File: src/rtl/apb_master.sv
// APB initiator: turns a valid/ready command into one APB transfer and returns a one-cycle response.
// Optional access timeout is built when APB_MASTER_TIMEOUT_EN is defined.
module apb_master #(
  parameter int unsigned ADDR_W = 32,
  parameter int unsigned DATA_W = 32
`ifdef APB_MASTER_TIMEOUT_EN
  , parameter int unsigned TIMEOUT = 16
`endif
) (
  input  logic              clk,
  input  logic              rst,
  input  logic              cmd_valid,
  output logic              cmd_ready,
  input  logic              cmd_write,
  input  logic [ADDR_W-1:0] cmd_addr,
  input  logic [DATA_W-1:0] cmd_wdata,
  output logic              rsp_valid,
  output logic [DATA_W-1:0] rsp_rdata,
  output logic              rsp_error,
  output logic              rsp_timeout,
  output logic              pselx,
  output logic              penable,
  output logic              pwrite,
  output logic [ADDR_W-1:0] paddr,
  output logic [DATA_W-1:0] pwdata,
  input  logic [DATA_W-1:0] prdata,
  input  logic              pready,
  input  logic              pslverror
);

  typedef enum logic [1:0] {
    IDLE   = 2'd0,
    SETUP  = 2'd1,
    ACCESS = 2'd2
  } state_t;

  state_t state;

  // Gated with reset so no command can be seen as accepted while the block is held in reset.
  assign cmd_ready = rst && (state == IDLE);

`ifdef APB_MASTER_TIMEOUT_EN
  localparam logic [7:0] WAIT_LAST = 8'(TIMEOUT - 1);
  logic [7:0] wait_cnt;
`else
  assign rsp_timeout = 1'b0;
`endif

  always_ff @(posedge clk or negedge rst) begin
    if (!rst) begin
      state     <= IDLE;
      pselx     <= 1'b0;
      penable   <= 1'b0;
      pwrite    <= 1'b0;
      paddr     <= '0;
      pwdata    <= '0;
      rsp_valid <= 1'b0;
      rsp_rdata <= '0;
      rsp_error <= 1'b0;
`ifdef APB_MASTER_TIMEOUT_EN
      rsp_timeout <= 1'b0;
      wait_cnt    <= 8'd0;
`endif
    end else begin
      rsp_valid <= 1'b0;
      case (state)
        IDLE: begin
          if (cmd_valid) begin
            pwrite <= cmd_write;
            paddr  <= cmd_addr;
            pwdata <= cmd_wdata;
            pselx  <= 1'b1;
            state  <= SETUP;
          end
        end
        SETUP: begin
          penable <= 1'b1;
          state   <= ACCESS;
`ifdef APB_MASTER_TIMEOUT_EN
          wait_cnt <= 8'd0;
`endif
        end
        ACCESS: begin
          if (pready) begin
            if (!pwrite) rsp_rdata <= prdata;
            rsp_error <= pslverror;
            rsp_valid <= 1'b1;
            pselx     <= 1'b0;
            penable   <= 1'b0;
            state     <= IDLE;
`ifdef APB_MASTER_TIMEOUT_EN
            rsp_timeout <= 1'b0;
          end else if (wait_cnt == WAIT_LAST) begin
            // This edge makes the TIMEOUT-th wait cycle: abort, read data left untouched.
            rsp_error   <= 1'b1;
            rsp_timeout <= 1'b1;
            rsp_valid   <= 1'b1;
            pselx       <= 1'b0;
            penable     <= 1'b0;
            state       <= IDLE;
          end else begin
            wait_cnt <= wait_cnt + 8'd1;
`endif
          end
        end
        default: begin
          pselx   <= 1'b0;
          penable <= 1'b0;
          state   <= IDLE;
        end
      endcase
    end
  end

endmodule

File: config.mk
export PLATFORM = sky130hd
export DESIGN_NAME = apb_master
export DESIGN_NICKNAME = d
export VERILOG_FILES = /design/src/rtl/apb_master.sv
export SDC_FILE = /design/constraint.sdc
export NUM_CORES = 1
export LEC_CHECK = 0
export CAP_MARGIN = 10
export CORE_MARGIN = 2
export CORE_UTILIZATION = 35
export CTS_CLUSTER_DIAMETER = 100
export CTS_CLUSTER_SIZE = 20
export DETAILED_ROUTE_END_ITERATION = 12
export PLACE_DENSITY = 0.73
export SYNTH_ARGS = -nofsm -noshare
export SYNTH_HDL_FRONTEND = slang
export SYNTH_SLANG_ARGS = --single-unit
File: constraint.sdc
create_clock -name clk -period 1.6 [get_ports clk]
set_clock_uncertainty 0.1 [all_clocks]
set_input_delay 0.32 -clock clk [delete_from_list [all_inputs] [get_ports clk]]
set_output_delay 0.32 -clock clk [all_outputs]
set_load 0.005 [all_outputs]
==> summary.md, run 1 <==
| Metric | Value |
|---|---|
| Share of the synthesized area in the top cell type | `0.662` |
| Setup TNS | `-2.10 ns` |
| Max-slew violations | `0` |
| Starting Density | `0.359` |
| Worst-case reg-to-reg path depth | `5` |
| Gr usage total | `0.161` |
| Average wire per standard cell | `17.6 um` |
| Critical-path cell list | `buf_6 > nand3b_4 > nor2_4 > buf_12 > mux2_1` |
| GPL Wtd Cong | `0.705` |
| Int Power | `8250 uW` |
| Failing checks | `negative setup slack` |
| Core Box Area | `0.0108 sq mm` |
| Reg2reg setup slack | `-0.07 ns` |
| Largest net degree at the start of global routing | `53` |
| Area Growth Syn to Fin | `72.5%` |
| 1st-iter DRT viols | `53` |
| Routed vias | `2,811` |
| Site Rows | `38` |
| Via-to-Cell Ratio | `4.66` |
| Port Buf Inserts | `203` |
| Buffers & Inverters on Critical Path | `2` |
| Period utilization | `1.04` |
| RSZ-0062 raised after global routing | `true` |
| NetSw | `3280 uW` |
| Power Density | `1720 mW/mm^2` |
| Pre-CTS setup slack | `-0.384 ns` |
| Area contributors post-synth | `dfrtp_1, mux2_1, mux2_2, buf_6, nand3b_4` |
| Flops & latches, synth | `103` |
| Status | `finished with violations` |
| Final Hold Fails | `0` |
| Final setup margin | `-0.0653 ns` |
| Max Cap Violations | `0` |
| Critical path startpoint category | `register` |
| Syn_area_per_cell | `17.2 sq um` |
| Hold Path Class | `input pin to async pin` |
| Mapped Cells | `226` |
| Cell area after synthesis | `0.00390 sq mm` |
| First-pass GRT wire length | `14,800 um` |
| Arrival @ worst endpoint | `1.80 ns` |
| Clk slew on worst S/H paths | `0.09 ns` |
| Total CTS buffers | `9` |
| DRT Pass-1 Iters | `2` |
| WP data required | `1.73 ns` |
| Ant. Diodes | `0` |
| Clock share of power | `0.145` |
| Multi-input gate area | `0.00147 sq mm` |
| Fin util | `0.620` |
| Syn Nets | `328` |
| Crit path time final | `1.67 ns` |
| Clock Path Buffers | `2` |
| Synthesis Warnings | `0` |
| Relative slew margins | `0.565` |
| Global route total overflow | `0` |
| Sw Share | `0.285` |
| Clk_lat worst skew | `0.35 ns` |
| Share of post-route cells with drive strength above 1 | `0.266` |
| Sequential cell area | `0.00258 sq mm` |
| Crit-path slowest cell | `dfrtp_1` |
| Post-route insts no fill | `603` |
| Netlist cell types | `18` |
| Clk root buf | `clkbuf_8` |
| Delay-heaviest family, CP | `flip-flops` |
| Hold bufs inserted after CTS | `0` |
| Fill cell count | `870` |
| Worst r2r dst | `rsp_rdata[3]$_DFFE_PN0P_` |
| Die Ht | `110 um` |
| Crit path largest cell delay | `0.42 ns` |
| Post-DP HPWL | `6910 um` |
| Final Setup Violations | `92` |
| Crit-path max FO | `16` |
| Placed Cells | `570` |
| Final WL | `10,600 um` |
| Die Width | `110 um` |
| Kind of critical path | `register to register` |
| Antenna Nets Post-Route | `0` |
| Initial antenna violation count | `0` |
| CTS tree | `done` |
| Synth area leader | `dfrtp_1` |
| Vias in the first global route | `2,920` |
| Worst Max-Slew Pin Slew | `0.653 ns` |
| Worst-case vdd ir drop | `0.000901 V` |
| Ports | `205` |
| H-Tree Level Count | `3` |
| Reg power frac | `0.395` |
| Clk sinks | `103` |
| Seq/Total Area, Yosys | `0.662` |
| Critical R2R Launch | `state[0]$_DFFE_PN0P_` |
| Nets@finish | `560` |
| FMAX | `600 MHz` |
| Pleak | `0.00315 uW` |
| # DRC | `0` |
| DIE AREA | `0.0120 sq mm` |
| Comb power frac | `0.460` |
| CP endpoint kind | `register` |
repair_timing:
item / in CTS / in global routing
endpoints found under the setup margin: 108 / 97
setup buffers: 8 / 2
pin swaps: 1 / 1
resized for setup: 125 / 62
cloned: 2 / 5
layout make-up:
cell class | instances | area share
clock buffer | 11 | 0.0210
clock inverter | 5 | 0.00949
inverter | 3 | 0.00168
multi-input combinational | 109 | 0.218
sequential | 103 | 0.383
tap | 140 | 0.0261
timing repair buffer | 232 | 0.340
state kept, by name, indices dropped and copies added, names as in the netlist:
signal,flops
paddr,32
pwdata,32
rsp_rdata,32
state,2
penable,1
pselx,1
pwrite,1
rsp_error,1
rsp_valid,1
layout by cell type, fill, tap and decap left out, types with 4 or more instances in the layout:
master and instances:
mux2_4 68, buf_6 4, clkbuf_8 10, dlygate4sd2_1 101, mux2_1 25, clkdlybuf4s50_1 100
buf_4 16, mux2_2 5, buf_12 5, dfrtp_1 103
worst max-delay path by stage:
stage                          from                  endpoint  slack [ns]  depth (start not counted)
3_5_place_dp              cmd_valid     pwdata[2]$_DFFE_PN0P_       -0.38                          4
4_1_cts        state[1]$_DFFE_PN0P_     pwdata[3]$_DFFE_PN0P_       -0.05                          5
6_report       state[0]$_DFFE_PN0P_  rsp_rdata[3]$_DFFE_PN0P_       -0.07                          5
3_3_place_gp              cmd_valid     pwdata[0]$_DFFE_PN0P_       -0.34                          4
5_1_grt        state[0]$_DFFE_PN0P_  rsp_rdata[3]$_DFFE_PN0P_       -0.11                          5
2_1_floorplan  state[0]$_DFFE_PN0P_      paddr[0]$_DFFE_PN0P_        0.08                          4
cell families (layout without fill, tap and decap cells):
logic type / count (synthesis) / after routing / synth area share
flip-flops: 103 / 103 / 0.662
multiplexers: 98 / 98 / 0.283
buffers and inverters: 14 / 251 / 0.0305
AO/OA/AOI/OAI: 5 / 5 / 0.00931
AND/OR/NAND/NOR: 5 / 5 / 0.0144
other: 1 / 1 / 0.000962
power by group through the flow:
stage / Sequential (uW) / Clock (uW) / Combinational [uW]
CTS: 4510 / 1740 / 4490
floorplan: 4700 / 0 / 1500
finish: 4550 / 1680 / 5310
detailed placement: 4630 / 0 / 4900
global route: 4740 / 1860 / 5710
global placement: 4560 / 0 / 4810
worst register-to-register path: stages (launching register included):
cell and delay [ns]:
dfrtp_1 0.42, buf_6 0.14, nand3b_4 0.16, nor2_4 0.19
buf_12 0.21, mux2_1 0.34
per-layer routing:
| layer | share of wire | track usage | vias up |
|---|---|---|---|
| li1 | - | - | 1254 |
| met4 | 0.015 | 0.0461 | 0 |
| met5 | 0 | 0 | - |
| met3 | 0.092 | 0.0670 | 14 |
| met2 | 0.48 | 0.272 | 127 |
| met1 | 0.41 | 0.189 | 1416 |
metrics by stage:
stage          power [uW]  hold slack [ns]  cell area (sq um)
3_3_place_gp         9370            0.361               6110
4_1_cts             10700            0.105               6370
3_5_place_dp         9530            0.373               6110
2_1_floorplan        6200          -0.0756               3900
5_1_grt             12300            0.137               6720
6_report            11500           0.0797               6720
cell usage after synthesis:
library cell and n:
buf_4 1, buf_6 8, nand3b_4 1, a22oi_1 1, nor3b_1 1, o2bb2ai_1 1
inv_1 3, mux2_2 29, nor3b_2 1, nor2_4 1, o21a_1 1, o21ai_0 1
mux2_1 69, nor3_1 1, dfrtp_1 103, conb_1 1, a21o_1 1, buf_2 2
Note: power is estimated with default switching activity, not from simulation.
==> run 2: changes to the inputs <==
Settings changed: CTS_CLUSTER_SIZE 20 to 25.
==> results of run 2 <==
The final DEF is identical to that of run 1; final timing and power are the same.
